**src/rtl/ccff_bitstream_loader.sv**
```systemverilog
// ccff_bitstream_loader: feeds the configuration-chain head of a tile group.
// Configuration words arrive on a valid/ready stream and are shifted MSB-first
// onto ccff_head. prog_clk_en gates the tile's prog_clk so that the chain
// shifts exactly CHAIN_LEN times per load. The bits displaced from ccff_tail
// are returned as a readback stream.
//
// Ports:
//   prog_clk, prog_reset_n   configuration clock, async active-low reset
//   start, abort             begin a load (IDLE only) / cancel a load in progress
//   cfg_data/valid/ready     configuration word stream (transfer = valid & ready)
//   ccff_head, ccff_tail     serial chain head output / chain tail input
//   prog_clk_en              chain shifts on the next prog_clk edge when 1
//   readback_bit/valid       old chain bit leaving the tail in a shift cycle
//   busy, done, aborted      LOAD state flag, completion pulse, abort pulse
module ccff_bitstream_loader #(
  parameter int unsigned CHAIN_LEN = 20,
  parameter int unsigned WORD_W    = 8,
  parameter int unsigned CNT_W     = 16
) (
  input  logic              prog_clk,
  input  logic              prog_reset_n,
  input  logic              start,
  input  logic              abort,
  input  logic [WORD_W-1:0] cfg_data,
  input  logic              cfg_valid,
  output logic              cfg_ready,
  output logic              ccff_head,
  input  logic              ccff_tail,
  output logic              prog_clk_en,
  output logic              readback_bit,
  output logic              readback_valid,
  output logic              busy,
  output logic              done,
  output logic              aborted
);

  localparam int unsigned NUM_WORDS = (CHAIN_LEN + WORD_W - 1) / WORD_W;
  // Bits of the final word that actually enter the chain.
  localparam int unsigned LAST_BITS = ((CHAIN_LEN % WORD_W) == 0) ? WORD_W
                                                                  : (CHAIN_LEN % WORD_W);
  localparam int unsigned REM_W     = $clog2(WORD_W + 1);
  localparam int unsigned WCNT_W    = $clog2(NUM_WORDS + 1);

  typedef enum logic [1:0] {
    ST_IDLE = 2'd0,
    ST_LOAD = 2'd1,
    ST_DONE = 2'd2
  } state_e;

  state_e              state_q, state_d;
  logic [WORD_W-1:0]   buf_q, buf_d;
  logic [REM_W-1:0]    rem_q, rem_d;
  logic [CNT_W-1:0]    bit_cnt_q, bit_cnt_d;
  logic [WCNT_W-1:0]   words_q, words_d;
  logic                aborted_q, aborted_d;

  logic                shift_c;
  logic                last_shift_c;
  logic                ready_c;
  logic                xfer_c;

  // Datapath decode from registered state only.
  always_comb begin
    shift_c      = (state_q == ST_LOAD) && (rem_q != '0);
    last_shift_c = shift_c && (bit_cnt_q == CNT_W'(CHAIN_LEN - 1));
    // rem_q == 1 in LOAD implies the last buffered bit is shifting now,
    // so the next word can be taken without a bubble.
    ready_c      = (state_q == ST_LOAD) && (rem_q <= REM_W'(1)) &&
                   (words_q < WCNT_W'(NUM_WORDS));
    xfer_c       = cfg_valid && ready_c && !abort;
  end

  // Next-state logic for the control FSM and word buffer.
  always_comb begin
    state_d   = state_q;
    buf_d     = buf_q;
    rem_d     = rem_q;
    bit_cnt_d = bit_cnt_q;
    words_d   = words_q;
    aborted_d = 1'b0;

    unique case (state_q)
      ST_IDLE: begin
        if (start && !abort) begin
          state_d   = ST_LOAD;
          buf_d     = '0;
          rem_d     = '0;
          bit_cnt_d = '0;
          words_d   = '0;
        end
      end

      ST_LOAD: begin
        if (abort) begin
          // Flush; a word offered in this cycle is dropped.
          state_d   = ST_IDLE;
          buf_d     = '0;
          rem_d     = '0;
          aborted_d = 1'b1;
        end else begin
          if (shift_c) begin
            buf_d     = buf_q << 1;
            rem_d     = rem_q - REM_W'(1);
            bit_cnt_d = bit_cnt_q + CNT_W'(1);
          end
          // A new word overrides the shifted-out last bit of the previous one.
          if (xfer_c) begin
            buf_d   = cfg_data;
            rem_d   = (words_q == WCNT_W'(NUM_WORDS - 1)) ? REM_W'(LAST_BITS)
                                                          : REM_W'(WORD_W);
            words_d = words_q + WCNT_W'(1);
          end
          // Leftover LSBs of the final word are discarded here.
          if (last_shift_c) begin
            state_d = ST_DONE;
            buf_d   = '0;
            rem_d   = '0;
          end
        end
      end

      ST_DONE: begin
        state_d = ST_IDLE;
      end

      default: begin
        state_d = ST_IDLE;
      end
    endcase
  end

  // State registers.
  always_ff @(posedge prog_clk or negedge prog_reset_n) begin
    if (!prog_reset_n) begin
      state_q   <= ST_IDLE;
      buf_q     <= '0;
      rem_q     <= '0;
      bit_cnt_q <= '0;
      words_q   <= '0;
      aborted_q <= 1'b0;
    end else begin
      state_q   <= state_d;
      buf_q     <= buf_d;
      rem_q     <= rem_d;
      bit_cnt_q <= bit_cnt_d;
      words_q   <= words_d;
      aborted_q <= aborted_d;
    end
  end

  // Output decode; readback_bit is the only path from an input (ccff_tail).
  always_comb begin
    cfg_ready      = ready_c;
    ccff_head      = shift_c && buf_q[WORD_W-1];
    prog_clk_en    = shift_c;
    readback_valid = shift_c;
    readback_bit   = shift_c && ccff_tail;
    busy           = (state_q == ST_LOAD);
    done           = (state_q == ST_DONE);
    aborted        = aborted_q;
  end

endmodule
```
**config.mk**
```make
export PLATFORM = sky130hd
export DESIGN_NAME = ccff_bitstream_loader
export DESIGN_NICKNAME = d
export VERILOG_FILES = /design/src/rtl/ccff_bitstream_loader.sv
export SDC_FILE = /design/constraint.sdc
export NUM_CORES = 1
export LEC_CHECK = 0
export ABC_AREA = 1
export CELL_PAD_IN_SITES_DETAIL_PLACEMENT = 1
export CELL_PAD_IN_SITES_GLOBAL_PLACEMENT = 2
export CORE_ASPECT_RATIO = 2
export CORE_MARGIN = 10
export CORE_UTILIZATION = 35
export DETAILED_ROUTE_END_ITERATION = 8
export PLACE_DENSITY_LB_ADDON = 0.1
export RECOVER_POWER = 25
export SYNTH_ARGS = -nofsm -noshare
export SYNTH_HDL_FRONTEND = slang
export SYNTH_SLANG_ARGS = --single-unit
export TNS_END_PERCENT = 1
```
**constraint.sdc**
```tcl
create_clock -name prog_clk -period 4.34 [get_ports prog_clk]
set_input_delay 0.868 -clock prog_clk [delete_from_list [all_inputs] [get_ports prog_clk]]
set_output_delay 0.868 -clock prog_clk [all_outputs]
set_load 0.02 [all_outputs]
```
==> impl_metrics.tcl <==
set metrics [dict create \
    status "finished, violations left" \
    violations "max-capacitance violations, max-slew violations" \
    drt_pre_antenna_iters 4 \
    drive_gt1_share_pct 10.09 \
    grt_pass1_vias 2193 \
    cp_common_cell "inv_1" \
    fmax_mhz 341.3 \
    cts_tree "built" \
    critPathBufInv 3 \
    antenna_left 0 \
    holdPathEnd "buf_q[3]" \
    power_density_nw_per_um2 524.7 \
    r2r.worst_path.cells 7 \
    fillers 724 \
    finalSetupViolations 0 \
    areaGrowthSynthToFinish_pct 18.03 \
    cts_sinks 33 \
    cts_hold_buf 0 \
    hp-class "flop to flop" \
    io_pins 22 \
    diodes 0 \
    placed_area_um2 2360 \
    syn_inst 295 \
    syn_area_um2 2117 \
    setup_tns_ps 0 \
    syn_nets 315 \
    fin_nets 337 \
    gp_congestion 0.7906 \
    ys_ff_latch 33 \
    cp.arrival_ps 2060 \
    start_util_pct 35.55 \
    peakVddDrop_uv 241.1 \
    cp_cell_sequence "inv_1 -> ha_1 -> a21oi_2 -> inv_1 -> nor2_1 -> clkdlybuf4s50_1" \
    worstReg2RegStart "rem_q[0]" \
    pre_cts_ws_ps 1410 \
    reg2reg_to "words_q[0]" \
    worstPathRequired_ps 3470 \
    crit_path_end_kind "output port" \
    fin_crit_ps 2930 \
    io_buffers 21 \
    ys_warn_count 0 \
    cpLargestDelayFamily "buffers and inverters" \
    routed_wl_um 6153 \
    fin_area_um2 2499 \
    vias 1975 \
    final_hold_viol_count 0 \
    overflow 0 \
    path_class "flop to output port" \
    dp_hpwl_um 4766 \
    maxCapViolations 1 \
    cts.repair.resized 0 \
    syn_avg_cell_area_um2 7.176 \
    synth_seq_area_share_pct 39.01 \
    cts_inserted_buffers 5 \
    die_width_um 75.00 \
    fin_util_pct 41.95 \
    grt_pass1_wl_um 10380 \
    clkTransAtPathRegs_ps 50 \
    grt_usage_pct 14.30 \
    rsz0062_at_grt "no" \
    yosys.cell_types.count 28 \
    cts_root_buf "clkbuf_16" \
    critical-path-max-stage-delay_ps 620 \
    tightest_slew_ps 1932 \
    start_kind "flop" \
    antenna_found_initial 0 \
    die_h_um 130.0 \
    cts_setup_buffers 0 \
    critPathSlowestCell "clkdlybuf4s50_1" \
    floorplan.core_area_um2 5956 \
    path_max_fanout 4 \
    drc_errors 0 \
    relSlewSlack_pct -28.77 \
    drv_slew 34 \
    ctsLongestPathBuffers 2 \
    dr.first_iter.drc_count 55 \
    period_share_pct 67.51 \
    holdCritStartpoint "buf_q[3]" \
    rrSetupSlack_ps 2310 \
    clock_latency_ps 290 \
    dieArea_um2 9748 \
    fin_ws_ps 1410 \
    leakage_nw 1.179 \
    grt_start_max_net_pins 34 \
    htree_num_levels 2 \
    hold_path_depth 2 \
    vias_per_cell 5.197 \
    wl_per_cell_um 16.19 \
    row_count 40 \
    finalClockSkew_ps 4.532 \
]
## worst min-delay path, delay by kind of cell, from the launching register on
kind,cells,cell delay [ps]
flip-flops,1,340
AND/OR/NAND/NOR,2,110
## registers in the layout (all words and copies together) (netlist names)
signal     cells
bit_cnt_q     16
buf_q          8
rem_q          4
state_q        2
words_q        2
aborted        1
## cells by family (layout without fill, tap and decap cells)
family / count (synthesis) / count (layout) / synth area share, %
flip-flops: 33 / 33 / 39.01
AND/OR/NAND/NOR: 181 / 181 / 39.01
XOR/XNOR: 3 / 3 / 1.241
adder cells (fa/ha/maj): 6 / 6 / 3.546
buffers and inverters: 43 / 65 / 9.100
AO/OA/AOI/OAI: 29 / 29 / 8.097
## worst max path at each step
stage,start,to,slack [ps],depth (start not counted)
final,rem_q[0],ccff_head,1410,6
after global routing,prog_reset_n,buf_q[5],1180,2
after CTS,rem_q[0],ccff_head,1370,6
after detailed placement,ccff_tail,readback_bit,1410,4
after global placement,ccff_tail,readback_bit,1410,4
after floorplan,rem_q[0],ccff_head,2120,5
## synthesized netlist by cell type, drive strengths merged
library cell  number  area share [%]
a21oi              4             1.1
buf                7             2.7
clkbuf             1            0.18
clkinv             1            0.18
dfrtp             33              39
ha                 6             3.5
inv               34             6.0
nand2            106              19
nand3             21             5.9
nand3b             1            0.35
nand4             16             4.7
nor2              35             8.2
nor3               2            0.47
o21ai             22             5.9
o21bai             3             1.1
xor2               3             1.2
## cells in the final DEF, fill, tap and decap left out, drive strengths merged
master	netlist	layout
clkdlybuf4s50	0	19
nand3b	1	1
o21ai	22	22
dlygate4sd3	0	2
o21bai	3	3
nand3	21	21
nand2	106	106
inv	34	34
a21oi	4	4
xor2	3	3
dfrtp	33	33
clkinv	1	1
nand4	16	16
ha	6	6
nor3	2	2
buf	7	1
nor2	35	35
clkbuf	1	8
## routing by layer
layer / share of wire [%] / global-route usage (%) / vias up / wire length [µm]
li1: - / - / 983 / -
met1: 33 / 11.83 / 967 / 2059
met2: 61 / 29.24 / 17 / 3761
met3: 3.0 / 3.270 / 8 / 184
met4: 2.4 / 6.390 / 0 / 148
met5: 0 / 0 / - / 0
## final cells by class
class | instances | area [µm²] | share of cell area [%]
Multi-Input combinational cell | 219 | 1099 | 43.97
Sequential cell | 33 | 825.8 | 33.05
Timing Repair Buffer | 23 | 221.5 | 8.863
Clock buffer | 7 | 142.6 | 5.709
Inverter | 35 | 131.4 | 5.258
Tap cell | 63 | 78.83 | 3.155
## where the power goes
part           leakage (nW)  switching, mW  internal [mW]
Combinational         0.656          0.380          0.180
Sequential            0.453         0.0411          0.350
Clock                0.0700          0.135          0.225
Total                  1.18          0.556          0.755
## through the flow
| step | hold slack, ps | cells | power, mW |
|---|---|---|---|
| after floorplan | 448.9 | 295 | 0.8041 |
| after detailed placement | 465.6 | 373 | 0.9696 |
| after CTS | 480.9 | 380 | 1.341 |
| after global placement | 463.2 | 373 | 0.9617 |
| after global routing | 507.5 | 380 | 1.414 |
| final | 480.2 | 380 | 1.311 |
No activity file was read; power rests on OpenSTA's default activity.
